[src/rtl/game_pkg.sv]
// Shared definitions for the game-flow controller: flow states, key classes
// and the PS/2 set-2 make codes the controller reacts to.
package game_pkg;

  localparam int TIME_W = 7;

  typedef enum logic [2:0] {
    TITLE   = 3'd0,
    LOAD    = 3'd1,
    PLAY    = 3'd2,
    SUCCESS = 3'd3,
    FAIL    = 3'd4,
    STAFF   = 3'd5
  } flow_state_t;

  typedef enum logic [3:0] {
    KC_NONE,
    KC_DIGIT,
    KC_UP,
    KC_LEFT,
    KC_DOWN,
    KC_RIGHT,
    KC_NEXT,
    KC_BACK,
    KC_RETRY
  } key_class_t;

  // Bit 8 is the extended-code flag; all keys used here are non-extended.
  localparam logic [8:0] SC_1 = 9'h016;
  localparam logic [8:0] SC_2 = 9'h01E;
  localparam logic [8:0] SC_3 = 9'h026;
  localparam logic [8:0] SC_4 = 9'h025;
  localparam logic [8:0] SC_5 = 9'h02E;
  localparam logic [8:0] SC_6 = 9'h036;
  localparam logic [8:0] SC_7 = 9'h03D;
  localparam logic [8:0] SC_8 = 9'h03E;
  localparam logic [8:0] SC_9 = 9'h046;
  localparam logic [8:0] SC_W = 9'h01D;
  localparam logic [8:0] SC_A = 9'h01C;
  localparam logic [8:0] SC_S = 9'h01B;
  localparam logic [8:0] SC_D = 9'h023;
  localparam logic [8:0] SC_N = 9'h031;
  localparam logic [8:0] SC_B = 9'h032;
  localparam logic [8:0] SC_R = 9'h02D;

endpackage

[src/rtl/stage_timer.sv]
// Per-stage countdown: loads the time budget on stage entry, counts tick pulses
// down to zero and flags the tick that consumes the last unit.
module stage_timer
  import game_pkg::*;
#(
  parameter int LIMIT = 60
) (
  input  logic              clk,
  input  logic              rst,
  input  logic              load,
  input  logic              timed,
  input  logic              enable,
  input  logic              tick,
  output logic [TIME_W-1:0] count,
  output logic              expire
);

  localparam logic [TIME_W-1:0] LIMIT_V = TIME_W'(LIMIT);

  logic dec;

  assign dec    = enable && tick && (count != '0);
  assign expire = dec && (count == TIME_W'(1));

  always_ff @(posedge clk or posedge rst) begin
    if (rst) begin
      count <= '0;
    end else if (load) begin
      count <= timed ? LIMIT_V : '0;
    end else if (dec) begin
      count <= count - TIME_W'(1);
    end
  end

endmodule

[src/rtl/stage_flow_ctrl.sv]
// Game-flow controller: title screen, stage selection, player movement, key
// pickup, goal detection and stage timing, driven by decoded PS/2 make events.
module stage_flow_ctrl
  import game_pkg::*;
#(
  parameter int                    N_STAGES   = 3,
  parameter int                    POS_W      = 9,
  parameter int                    MAX_X      = 304,
  parameter int                    MAX_Y      = 224,
  parameter int                    STEP       = 16,
  parameter int                    TIME_LIMIT = 60,
  parameter logic [N_STAGES-1:0]   TIMED_MASK = 3'b100
) (
  input  logic                clk,
  input  logic                rst,
  input  logic                key_make,
  input  logic [8:0]          key_code,
  input  logic                tick,
  input  logic [POS_W-1:0]    lvl_start_x,
  input  logic [POS_W-1:0]    lvl_start_y,
  input  logic [POS_W-1:0]    lvl_key_x,
  input  logic [POS_W-1:0]    lvl_key_y,
  input  logic [POS_W-1:0]    lvl_goal_x,
  input  logic [POS_W-1:0]    lvl_goal_y,
  output flow_state_t         state,
  output logic [3:0]          stage_idx,
  output logic [N_STAGES-1:0] unlocked,
  output logic [POS_W-1:0]    player_x,
  output logic [POS_W-1:0]    player_y,
  output logic                has_key,
  output logic [TIME_W-1:0]   time_left
);

  localparam logic [POS_W-1:0] STEP_V  = POS_W'(STEP);
  localparam logic [POS_W-1:0] MAX_X_V = POS_W'(MAX_X);
  localparam logic [POS_W-1:0] MAX_Y_V = POS_W'(MAX_Y);
  localparam logic [3:0]       LAST_V  = 4'(N_STAGES - 1);

  function automatic logic [N_STAGES-1:0] onehot(input logic [3:0] idx);
    onehot = N_STAGES'(32'd1 << idx);
  endfunction

  flow_state_t         state_n;
  key_class_t          kc;
  logic [3:0]          digit;
  logic [3:0]          stage_n;
  logic [N_STAGES-1:0] unlocked_n;
  logic [POS_W-1:0]    px_n, py_n, mv_x, mv_y;
  logic [POS_W:0]      sum_x, sum_y;
  logic                has_key_n;
  logic                at_key, pass, expire, timed, is_last;

  always_comb begin
    kc    = KC_NONE;
    digit = 4'd0;
    if (key_make) begin
      case (key_code)
        SC_1: begin kc = KC_DIGIT; digit = 4'd1; end
        SC_2: begin kc = KC_DIGIT; digit = 4'd2; end
        SC_3: begin kc = KC_DIGIT; digit = 4'd3; end
        SC_4: begin kc = KC_DIGIT; digit = 4'd4; end
        SC_5: begin kc = KC_DIGIT; digit = 4'd5; end
        SC_6: begin kc = KC_DIGIT; digit = 4'd6; end
        SC_7: begin kc = KC_DIGIT; digit = 4'd7; end
        SC_8: begin kc = KC_DIGIT; digit = 4'd8; end
        SC_9: begin kc = KC_DIGIT; digit = 4'd9; end
        SC_W: kc = KC_UP;
        SC_A: kc = KC_LEFT;
        SC_S: kc = KC_DOWN;
        SC_D: kc = KC_RIGHT;
        SC_N: kc = KC_NEXT;
        SC_B: kc = KC_BACK;
        SC_R: kc = KC_RETRY;
        default: kc = KC_NONE;
      endcase
    end
  end

  // Candidate position after this cycle's move; sums carry one extra bit so
  // the clamp against MAX_X/MAX_Y cannot wrap.
  assign sum_x = {1'b0, player_x} + {1'b0, STEP_V};
  assign sum_y = {1'b0, player_y} + {1'b0, STEP_V};

  always_comb begin
    mv_x = player_x;
    mv_y = player_y;
    case (kc)
      KC_LEFT:  mv_x = (player_x < STEP_V) ? '0 : player_x - STEP_V;
      KC_RIGHT: mv_x = (sum_x > {1'b0, MAX_X_V}) ? MAX_X_V : sum_x[POS_W-1:0];
      KC_UP:    mv_y = (player_y < STEP_V) ? '0 : player_y - STEP_V;
      KC_DOWN:  mv_y = (sum_y > {1'b0, MAX_Y_V}) ? MAX_Y_V : sum_y[POS_W-1:0];
      default: ;
    endcase
  end

  // Checking both the current and the moved position means reaching the goal
  // still wins when the same cycle's tick would have expired the timer.
  assign at_key  = (player_x == lvl_key_x) && (player_y == lvl_key_y);
  assign pass    = has_key && (((player_x == lvl_goal_x) && (player_y == lvl_goal_y)) ||
                               ((mv_x == lvl_goal_x) && (mv_y == lvl_goal_y)));
  assign timed   = |(TIMED_MASK & onehot(stage_idx));
  assign is_last = (stage_idx >= LAST_V);

  always_comb begin
    state_n    = state;
    stage_n    = stage_idx;
    unlocked_n = unlocked;
    px_n       = player_x;
    py_n       = player_y;
    has_key_n  = has_key;
    case (state)
      TITLE: begin
        if (kc == KC_DIGIT && digit <= 4'(N_STAGES) &&
            |(unlocked & onehot(digit - 4'd1))) begin
          stage_n = digit - 4'd1;
          state_n = LOAD;
        end
      end
      LOAD: begin
        px_n      = lvl_start_x;
        py_n      = lvl_start_y;
        has_key_n = 1'b0;
        state_n   = PLAY;
      end
      PLAY: begin
        px_n = mv_x;
        py_n = mv_y;
        if (at_key) has_key_n = 1'b1;
        if (pass) begin
          state_n    = SUCCESS;
          unlocked_n = unlocked | onehot(is_last ? stage_idx : stage_idx + 4'd1);
        end else if (expire) begin
          state_n = FAIL;
        end else if (kc == KC_BACK) begin
          state_n = TITLE;
        end
      end
      SUCCESS: begin
        if (kc == KC_NEXT) begin
          if (is_last) begin
            state_n = STAFF;
          end else begin
            stage_n = stage_idx + 4'd1;
            state_n = LOAD;
          end
        end else if (kc == KC_BACK) begin
          state_n = TITLE;
        end
      end
      FAIL: begin
        if (kc == KC_RETRY)     state_n = LOAD;
        else if (kc == KC_BACK) state_n = TITLE;
      end
      STAFF: begin
        if (kc == KC_BACK) state_n = TITLE;
      end
      default: state_n = TITLE;
    endcase
  end

  always_ff @(posedge clk or posedge rst) begin
    if (rst) state <= TITLE;
    else     state <= state_n;
  end

  always_ff @(posedge clk or posedge rst) begin
    if (rst) begin
      stage_idx <= 4'd0;
      unlocked  <= N_STAGES'(1);
      player_x  <= '0;
      player_y  <= '0;
      has_key   <= 1'b0;
    end else begin
      stage_idx <= stage_n;
      unlocked  <= unlocked_n;
      player_x  <= px_n;
      player_y  <= py_n;
      has_key   <= has_key_n;
    end
  end

  stage_timer #(
    .LIMIT (TIME_LIMIT)
  ) u_timer (
    .clk    (clk),
    .rst    (rst),
    .load   (state == LOAD),
    .timed  (timed),
    .enable (state == PLAY),
    .tick   (tick),
    .count  (time_left),
    .expire (expire)
  );

endmodule

[config.mk]
export PLATFORM = sky130hd
export DESIGN_NAME = stage_flow_ctrl
export DESIGN_NICKNAME = d
export VERILOG_FILES = /design/src/rtl/game_pkg.sv /design/src/rtl/stage_timer.sv /design/src/rtl/stage_flow_ctrl.sv
export SDC_FILE = /design/constraint.sdc
export NUM_CORES = 1
export LEC_CHECK = 0
export CORE_MARGIN = 4
export CORE_UTILIZATION = 35
export CTS_CLUSTER_DIAMETER = 40
export DETAILED_ROUTE_END_ITERATION = 10
export HOLD_SLACK_MARGIN = 0.06
export PLACE_DENSITY = 0.69
export SLEW_MARGIN = 40
export SYNTH_ARGS = -nofsm -noshare
export SYNTH_HDL_FRONTEND = slang
export SYNTH_SLANG_ARGS = --single-unit
[constraint.sdc]
create_clock -name clk -period 4.2 [get_ports clk]
set_input_delay 0.63 -clock clk [delete_from_list [all_inputs] [get_ports clk]]
set_output_delay 0.63 -clock clk [all_outputs]
set_load 0.005 [all_outputs]
# Word level (Yosys, flattened, before mapping)
# Index checks and enable logic that the tools add are counted.
dict set report classes {
  eq_ne 39
  magnitude_cmp 6
  bitwise_logic 2
  reduce_logical 20
  muxes 29
  n_addsub 7
  shift 3
}
# operator n
set op_table {}
lappend op_table {{$eq A9 B6 Y1 const B} 10}
lappend op_table {{$pmux W9 S2} 4}
lappend op_table {{$eq A9 B9 Y1} 6}
lappend op_table {{$eq A9 B5 Y1 const B} 5}
lappend op_table {{$mux W9} 4}
lappend op_table {{$pmux W4 S9} 1}
lappend op_table {{$pmux W4 S8} 1}
lappend op_table {{$mux W3} 7}
lappend op_table {{$add A9 B5 Y10 const B} 2}
lappend op_table {{$mux W4} 5}
lappend op_table {{$lt A9 B5 Y1 const B} 2}
lappend op_table {{$pmux W3 S6} 1}
lappend op_table {{$sub A9 B5 Y9 const B} 2}
lappend op_table {{$eq A4 B3 Y1 const B} 4}
lappend op_table {{$mux W7} 2}
lappend op_table {{$shl A1 B4 Y3 const A} 3}
lappend op_table {{$gt A10 B8 Y1 const B} 1}
lappend op_table {{$gt A10 B9 Y1 const B} 1}
lappend op_table {{$eq A9 B7 Y1 const B} 1}
lappend op_table {{$logic_and A1 B1 Y1} 9}
lappend op_table {{$reduce_or A9 Y1} 1}
lappend op_table {{$eq A4 B2 Y1 const B} 2}
lappend op_table {{$pmux W4 S2} 1}
lappend op_table {{$eq A7 B1 Y1 const B} 1}
lappend op_table {{23 further kinds} 30}
dict set report totals {
  out_inout_bits 36
  register_bits 36
}

# Logic depth before layout (Yosys ltp)
# Gate-level depths: netlist (run 1).
dict set report logic_depth {
  ltp_word 12
  ltp_mapped 12
}

# Cells and area by module
# Synthesis (run 1) repeated with hierarchy kept, for this count alone.
dict set report hier_totals {
  hier_cells 504
  hier_area_um2 4083.9
}
# module area_per_inst_um2 instances seq_area_each_um2 cells_each
set modules_own_cells {}
lappend modules_own_cells {stage_flow_ctrl 3627.2 1 726.9 457}
lappend modules_own_cells {stage_timer 456.7 1 175.2 47}

# Worst setup path after synthesis (run 1)
# No wires, ideal clock.
dict set report synth_path {
  path_kind {input-to-reg}
  startpoint {input port key_code[0]}
  endpoint {register stage_idx[0]}
  arrival_time_ns 3.353
  setup_slack_ns 0.721
  stages 11
  path_buffers 1
  path_cell_list {clkbuf_1 -> nor2b_1 -> nand4_1 -> o32a_1 -> or2_2 -> ha_1 -> or3b_1 -> a2111o_1 -> a211o_1 -> o21ai_0 -> o21ai_1}
}
dict set report synth_via {
  elab_chain_len 10
  word_cells_on_any_way 35
}
# element line_no
set synth_rtl {}
lappend synth_rtl {{start, declared} stage_flow_ctrl.sv:17} ;# input logic [8:0] key_code,
lappend synth_rtl {{$eq A9 B7 Y1 (tied with other cells)} stage_flow_ctrl.sv:57} ;# case (key_code)
lappend synth_rtl {{$pmux W4 S9} stage_flow_ctrl.sv:57}
lappend synth_rtl {{$mux W4} stage_flow_ctrl.sv:56} ;# if (key_make) begin
lappend synth_rtl {{$sub A4 B1 Y4} {stage_flow_ctrl.sv:114, stage_flow_ctrl.sv:115}}
lappend synth_rtl {{$shl A1 B4 Y3} stage_flow_ctrl.sv:40} ;# onehot = N_STAGES'(32'd1 << idx);
lappend synth_rtl {{$and A3 B3 Y3} stage_flow_ctrl.sv:114} ;# |(unlocked & onehot(digit - 4'd1))) begin
lappend synth_rtl {{$reduce_or A3 Y1} stage_flow_ctrl.sv:114}
lappend synth_rtl {{$logic_and A1 B1 Y1} stage_flow_ctrl.sv:113} ;# if (kc == KC_DIGIT && digit <= 4'(N_STAGES) &&
lappend synth_rtl {{$ne A2 B2 Y1 (no line)} --}
lappend synth_rtl {{$reduce_and A3 Y1 (no line)} --}
lappend synth_rtl {{end signal, assigned} stage_flow_ctrl.sv:174} ;# stage_idx <= stage_n;
lappend synth_rtl {{end, declared} stage_flow_ctrl.sv:26} ;# output logic [3:0] stage_idx,
# Several ways; a longest one is shown, not always the timed one. The select of a mux whose other input is x is not followed.
# A chain may end at the register's enable or synchronous reset.

# Worst setup path in the final report (run 1)
dict set report layout_path {
  startpoint {input port key_code[2]}
  endpoint {register stage_idx[0]}
}
# Same word-level chain as after synthesis.

==> run metrics, run 1 <==
clk slew on worst S/H paths=0.05 ns; overall global routing resource usage=22.5%; H-tree depth=2; proportion of layout cells with a drive suffix above 1=12.3%; Cell Area, Synth=0.00415 mm^2; Worst Setup End Kind=flip-flop; Max Slew Vio Count=0; clk root buf=clkbuf_16; total CTS buffers=5; DR vias/cell=5.89; synth warn=0; status=finished clean; final-report hold violation count=0; Yosys top cell area share=21.1%; Register Area=902 um^2; synth cell count leaders=38 x nand2_1, 37 x nor2_1, 35 x dfrtp_1, 30 x xnor2_1, 29 x a21oi_1; Max-Cap Viols=0; die area=0.0137 mm^2; post-cts resize count=0; total I/O pin count=103; drt wl/cell=19.5 um; router iterations before antenna repair=4; Met3 Wirelength=780 um; met1 wire length=7230 um; placed cell area=0.00557 mm^2; DRC viols=0; Fill cells=1136; register area share after synthesis=21.8%; min cycle time layout=3.91 ns; leakage=2.19 nW; first-pass GRT wire length=24200 um; cell count after synthesis=532; Detail Placement HPWL=12500 um; power per standard cell area=447 mW/mm^2; worst setup margin=0.287 ns; #FFs+latches synth=36; Mean Syn Cell Area=7.79 um^2; DRT Wirelength=15600 um; ys flop type=dfrtp_1; Setup Slack @ Placement=0.0231 ns; Overflow after GRT=0; Syn Nets=611; hold buffers post-CTS=0; unrepaired setup endpoints after global routing=no; vias post-DR=4706; Yosys top cell by area=dfrtp_1; slew margin rel.=53.5%; area delta synth->final=38.1%; Worst-Margin Slew=0.697 ns; vias in the first global route=4550; Worst VDD drop=0.214 mV; initial antenna violation count=0; Initial Util=36.0%; die extent in x=117 um; largest net degree at the start of global routing=26; Fin Setup TNS=0 ns; final instance area=0.00573 mm^2; Die H=117 um; nature of the critical path startpoint=input port; ys async rst share=100%; top-count cell post-synth=nand2_1; clk_lat worst skew=0.29 ns; multi-input logic area=0.00301 mm^2; core area=0.0115 mm^2; buffers added on ports=102; number of core rows=39; Routed Antenna Nets=0; Worst EP arrival=4.07 ns; Netlist cell types=88; fin nets=734; setup bufs post-CTS=0; Final Cycle Share=93.2%; # diodes=0; CTS tree=yes; EDFF count, synth=0; DR top layer=met4; clock buffer depth=2; clock net sink count=36; Max Fclk=256 MHz; initial DRC count=395; setup-violating endpoint count in the final report=0; Hold/Removal Path Class=reg2reg; Synth area leaders=dfrtp_1 21%, xnor2_1 6.3%, ha_1 3.6%, a21oi_1 3.5%, nand2_1 3.4%; Final Skew=0.00824 ns; gpl congestion=0.968; Worst EP required=4.36 ns; length of routed met2 wiring=7430 um; Max FO, Critical Path=8; Critical Setup Path Class=in2reg
## state kept, by name, indices dropped and copies added, names as in the netlist
register / flops
stage_idx: 4
has_key: 1
player_x: 9
u_timer.count: 7
unlocked: 3
state: 3
player_y: 9
## cell families (layout without fill, tap and decap cells)
| family | Yosys count | after routing | synth area share [%] |
|---|---|---|---|
| flip-flops | 36 | 36 | 21.8 |
| AO/OA/AOI/OAI | 154 | 154 | 27.4 |
| XOR/XNOR | 41 | 41 | 8.66 |
| buffers and inverters | 60 | 184 | 5.76 |
| adder cells (fa/ha/maj) | 12 | 12 | 3.62 |
| multiplexers | 10 | 10 | 2.50 |
| AND/OR/NAND/NOR | 219 | 219 | 30.3 |
## routing by layer
layer | vias up | global-route usage (%)
li1 | 2266 | -
met1 | 2279 | 31.4
met2 | 147 | 37.5
met3 | 14 | 3.65
met4 | 0 | 3.13
met5 | - | 0
## final cells by class
class,count,share of cell area [%]
Multi-Input combinational cell,436,52.6
Timing Repair Buffer,151,24.3
Sequential cell,36,15.8
Tap cell,143,3.13
Clock buffer,7,2.49
Inverter,25,1.64
Clock inverter,1,0.131
## cells in the final DEF, fill, tap and decap left out, types with 6 or more instances in the layout
cell type        instances
nand3_1                 16
nor2_1                  37
a211oi_1                 6
nand2_1                 38
o21ai_0                 22
and2_1                   6
clkdlybuf4s50_1        102
nor2b_1                 11
or4_1                    7
a21oi_1                 29
nor4_1                  10
dfrtp_1                 35
xnor2_1                 30
o211ai_1                 7
ha_1                    12
mux2i_1                  7
nand4_1                 12
buf_4                   49
nor3_1                  24
a22oi_1                  7
xor2_1                  11
nand2b_1                 6
a22o_1                   9
inv_1                   24
nor3b_1                  9
## critical path, cell delays in order
cell,delay [ns]
clkdlybuf4s50_1,0.60
nor2b_1,0.25
nand4_1,0.16
o32a_1,0.36
or2_2,0.33
ha_1,0.31
or3b_1,0.37
a2111o_1,0.44
a211o_1,0.36
o21ai_0,0.16
o21ai_1,0.09
## path summary, 6_finish.rpt
check                       startpoint      endpoint  slack [ns]  cells after the start
max                        key_code[2]  stage_idx[0]        0.29                     11
min                        unlocked[1]   unlocked[1]        0.53                      2
max reg2reg                player_y[5]      state[2]        0.76                     11
min reg2reg                unlocked[1]   unlocked[1]        0.53                      2
max in group asynchronous          rst   unlocked[0]        2.91                      3
min in group asynchronous          rst   player_y[2]        0.68                      2
## report_power, final
group / leakage (nW) / internal [mW] / switching (mW) / total, mW
clock network: 0.0701 / 0.237 / 0.159 / 0.396
registers: 0.442 / 0.463 / 0.278 / 0.741
logic: 1.67 / 0.712 / 0.709 / 1.42
## metrics by stage
step | instances | total power [mW] | utilization [%] | hold WS (ns)
detailed placement | 791 | 2.15 | 48.4 | 0.519
finish | 799 | 2.56 | 49.7 | 0.525
floorplan | 532 | 1.49 | - | 0.481
global route | 799 | 2.73 | 49.7 | 0.555
global placement | 791 | 2.12 | 48.4 | 0.511
CTS | 799 | 2.55 | 49.7 | 0.534
Note: power is estimated with default switching activity, not from simulation.
==> run 2, diff against run 1 <==
--- a/config.mk
+++ b/config.mk
@@ -10,8 +10,8 @@
 export CTS_CLUSTER_DIAMETER = 40
 export DETAILED_ROUTE_END_ITERATION = 10
 export HOLD_SLACK_MARGIN = 0.06
-export PLACE_DENSITY = 0.69
-export SLEW_MARGIN = 40
+export PLACE_DENSITY = 0.63
+export SLEW_MARGIN = 20
 export SYNTH_ARGS = -nofsm -noshare
 export SYNTH_HDL_FRONTEND = slang
 export SYNTH_SLANG_ARGS = --single-unit
==> run metrics, run 2 (synthesis gave the netlist of run 1 again) <==
most common cell after layout, fill and taps aside=clkdlybuf4s50_1; number of core rows=39; core area=0.0115 mm^2; total CTS buffers=5; gpl congestion=0.959; Worst EP arrival=4.04 ns; drt wl/cell=19.7 um; largest net degree at the start of global routing=37; Switching Fraction=44.8%; CP Buf/Inv Count=1; Routed Antenna Nets=0; Die H=117 um; Worst-Margin Slew=0.706 ns; Overflow after GRT=0; vias in the first global route=4596; DRC viols=0; H-tree depth=2; leakage=2.10 nW; proportion of layout cells with a drive suffix above 1=9.56%; Max Slew Vio Count=0; Worst VDD drop=0.265 mV; unrepaired setup endpoints after global routing=no; Worst EP required=4.37 ns; Initial Util=36.0%; slew margin rel.=52.5%; initial DRC count=318; buffers added on ports=102; NetSw=1.13 mW; die extent in x=117 um; placed instance count=773; clk root buf=clkbuf_16; initial antenna violation count=0; setup bufs post-CTS=0; Max FO, Critical Path=8; area delta synth->final=34.7%; first-pass GRT wire length=24000 um; router iterations before antenna repair=5; power per standard cell area=452 mW/mm^2; clock buffer depth=2; Detail Placement HPWL=12100 um; overall global routing resource usage=22.2%; Worst Setup End Kind=flip-flop; clk_lat worst skew=0.29 ns; CP Cell Sequence=clkdlybuf4s50_1 > nor2b_1 > nand4_1 > o32a_1 > or2_2 > ha_1 > or3b_1 > a2111o_1 > a211o_1 > o21ai_0 > o21ai_1; crit path launch=key_code[2]; # diodes=0; Hold/Removal Path Class=reg2reg; die area=0.0137 mm^2; Fin Hold WS=0.524 ns; Internal Power=1.39 mW; clock net sink count=36; hold buffers post-CTS=0; Logic pwr share=54.3%; nature of the critical path startpoint=input port; Max-Cap Viols=0; final std cells w/o fill=781; Power, Total=2.52 mW; cell with the largest stage delay on the worst path=clkdlybuf4s50_1; Final Cycle Share=92.3%; DR vias/cell=6.05; Largest regs=player_x (9), player_y (9), u_timer.count (7); CTS tree=yes; placed cell area=0.00543 mm^2; Setup Slack @ Placement=0.0471 ns; sequential power share=30.2%; most frequent cells in the layout=102 x clkdlybuf4s50_1, 38 x nand2_1, 37 x nor2_1, 35 x dfrtp_1, 31 x buf_4; fin nets=716; worst setup margin=0.322 ns; final cell utilization of the core=48.5%; hold path start=unlocked[0]; slowest stage delay, CP=0.60 ns; Critical Setup Path Class=in2reg; clk slew on worst S/H paths=0.06 ns; reg2reg start=player_y[5]; vias post-DR=4728; Top delay family on crit path=compound AO/OA/AOI/OAI gates; Max Fclk=258 MHz; Fin Setup TNS=0 ns; final instance area=0.00558 mm^2; min cycle time layout=3.88 ns; DRT Wirelength=15400 um; post-cts resize count=0; total I/O pin count=103; Final Skew=0.00896 ns; status=finished clean; setup-violating endpoint count in the final report=0; Clk pwr share=15.5%; final-report hold violation count=0
## run 2: cell types whose count changed in the layout (fill, tap and decap cells not counted), sizes merged
cell,before,now
buf,49,31
## run 2: worst register-to-register path, cell delays in order (launching register included)
cell	delay, ns
dfrtp_1	0.64
inv_1	0.17
ha_1	0.36
inv_1	0.05
a2111oi_0	0.58
o21ai_0	0.26
a2111oi_0	0.50
o2111ai_1	0.17
nor4_1	0.24
and4_1	0.34
a31oi_1	0.14
a41o_1	0.25
## run 2: metal layers
layer / GRT usage (%) / vias up / wire, um
li1: - / 2226 / -
met1: 30.7 / 2291 / 6900
met2: 36.3 / 190 / 7290
met3: 3.55 / 21 / 903
met4: 5.28 / 0 / 275
met5: 0 / - / 0
## run 2: area by class of cell
cell class	count	area [um^2]
well taps	143	179
repair buffers	133	1250
clock inverters	1	7.51
flip-flops and latches	36	902
multi-input cells	436	3010
fillers	1146	5930
inverters	25	93.8
clock buffers	7	143
## run 2: power by group through the flow
stage	Combinational [mW]	Sequential [mW]	Clock (mW)
2_1_floorplan	0.888	0.607	0
3_3_place_gp	1.33	0.754	0
3_5_place_dp	1.36	0.760	0
4_1_cts	1.36	0.755	0.401
5_1_grt	1.49	0.789	0.421
6_report	1.37	0.762	0.391
## run 2: worst paths after layout
kind | to | slack, ns | cells after the start
max | stage_idx[0] | 0.32 | 11
min | unlocked[0] | 0.52 | 1
max reg2reg | state[2] | 0.39 | 11
min reg2reg | unlocked[0] | 0.52 | 1
max in group asynchronous | unlocked[0] | 3.04 | 3
min in group asynchronous | player_y[5] | 0.77 | 3
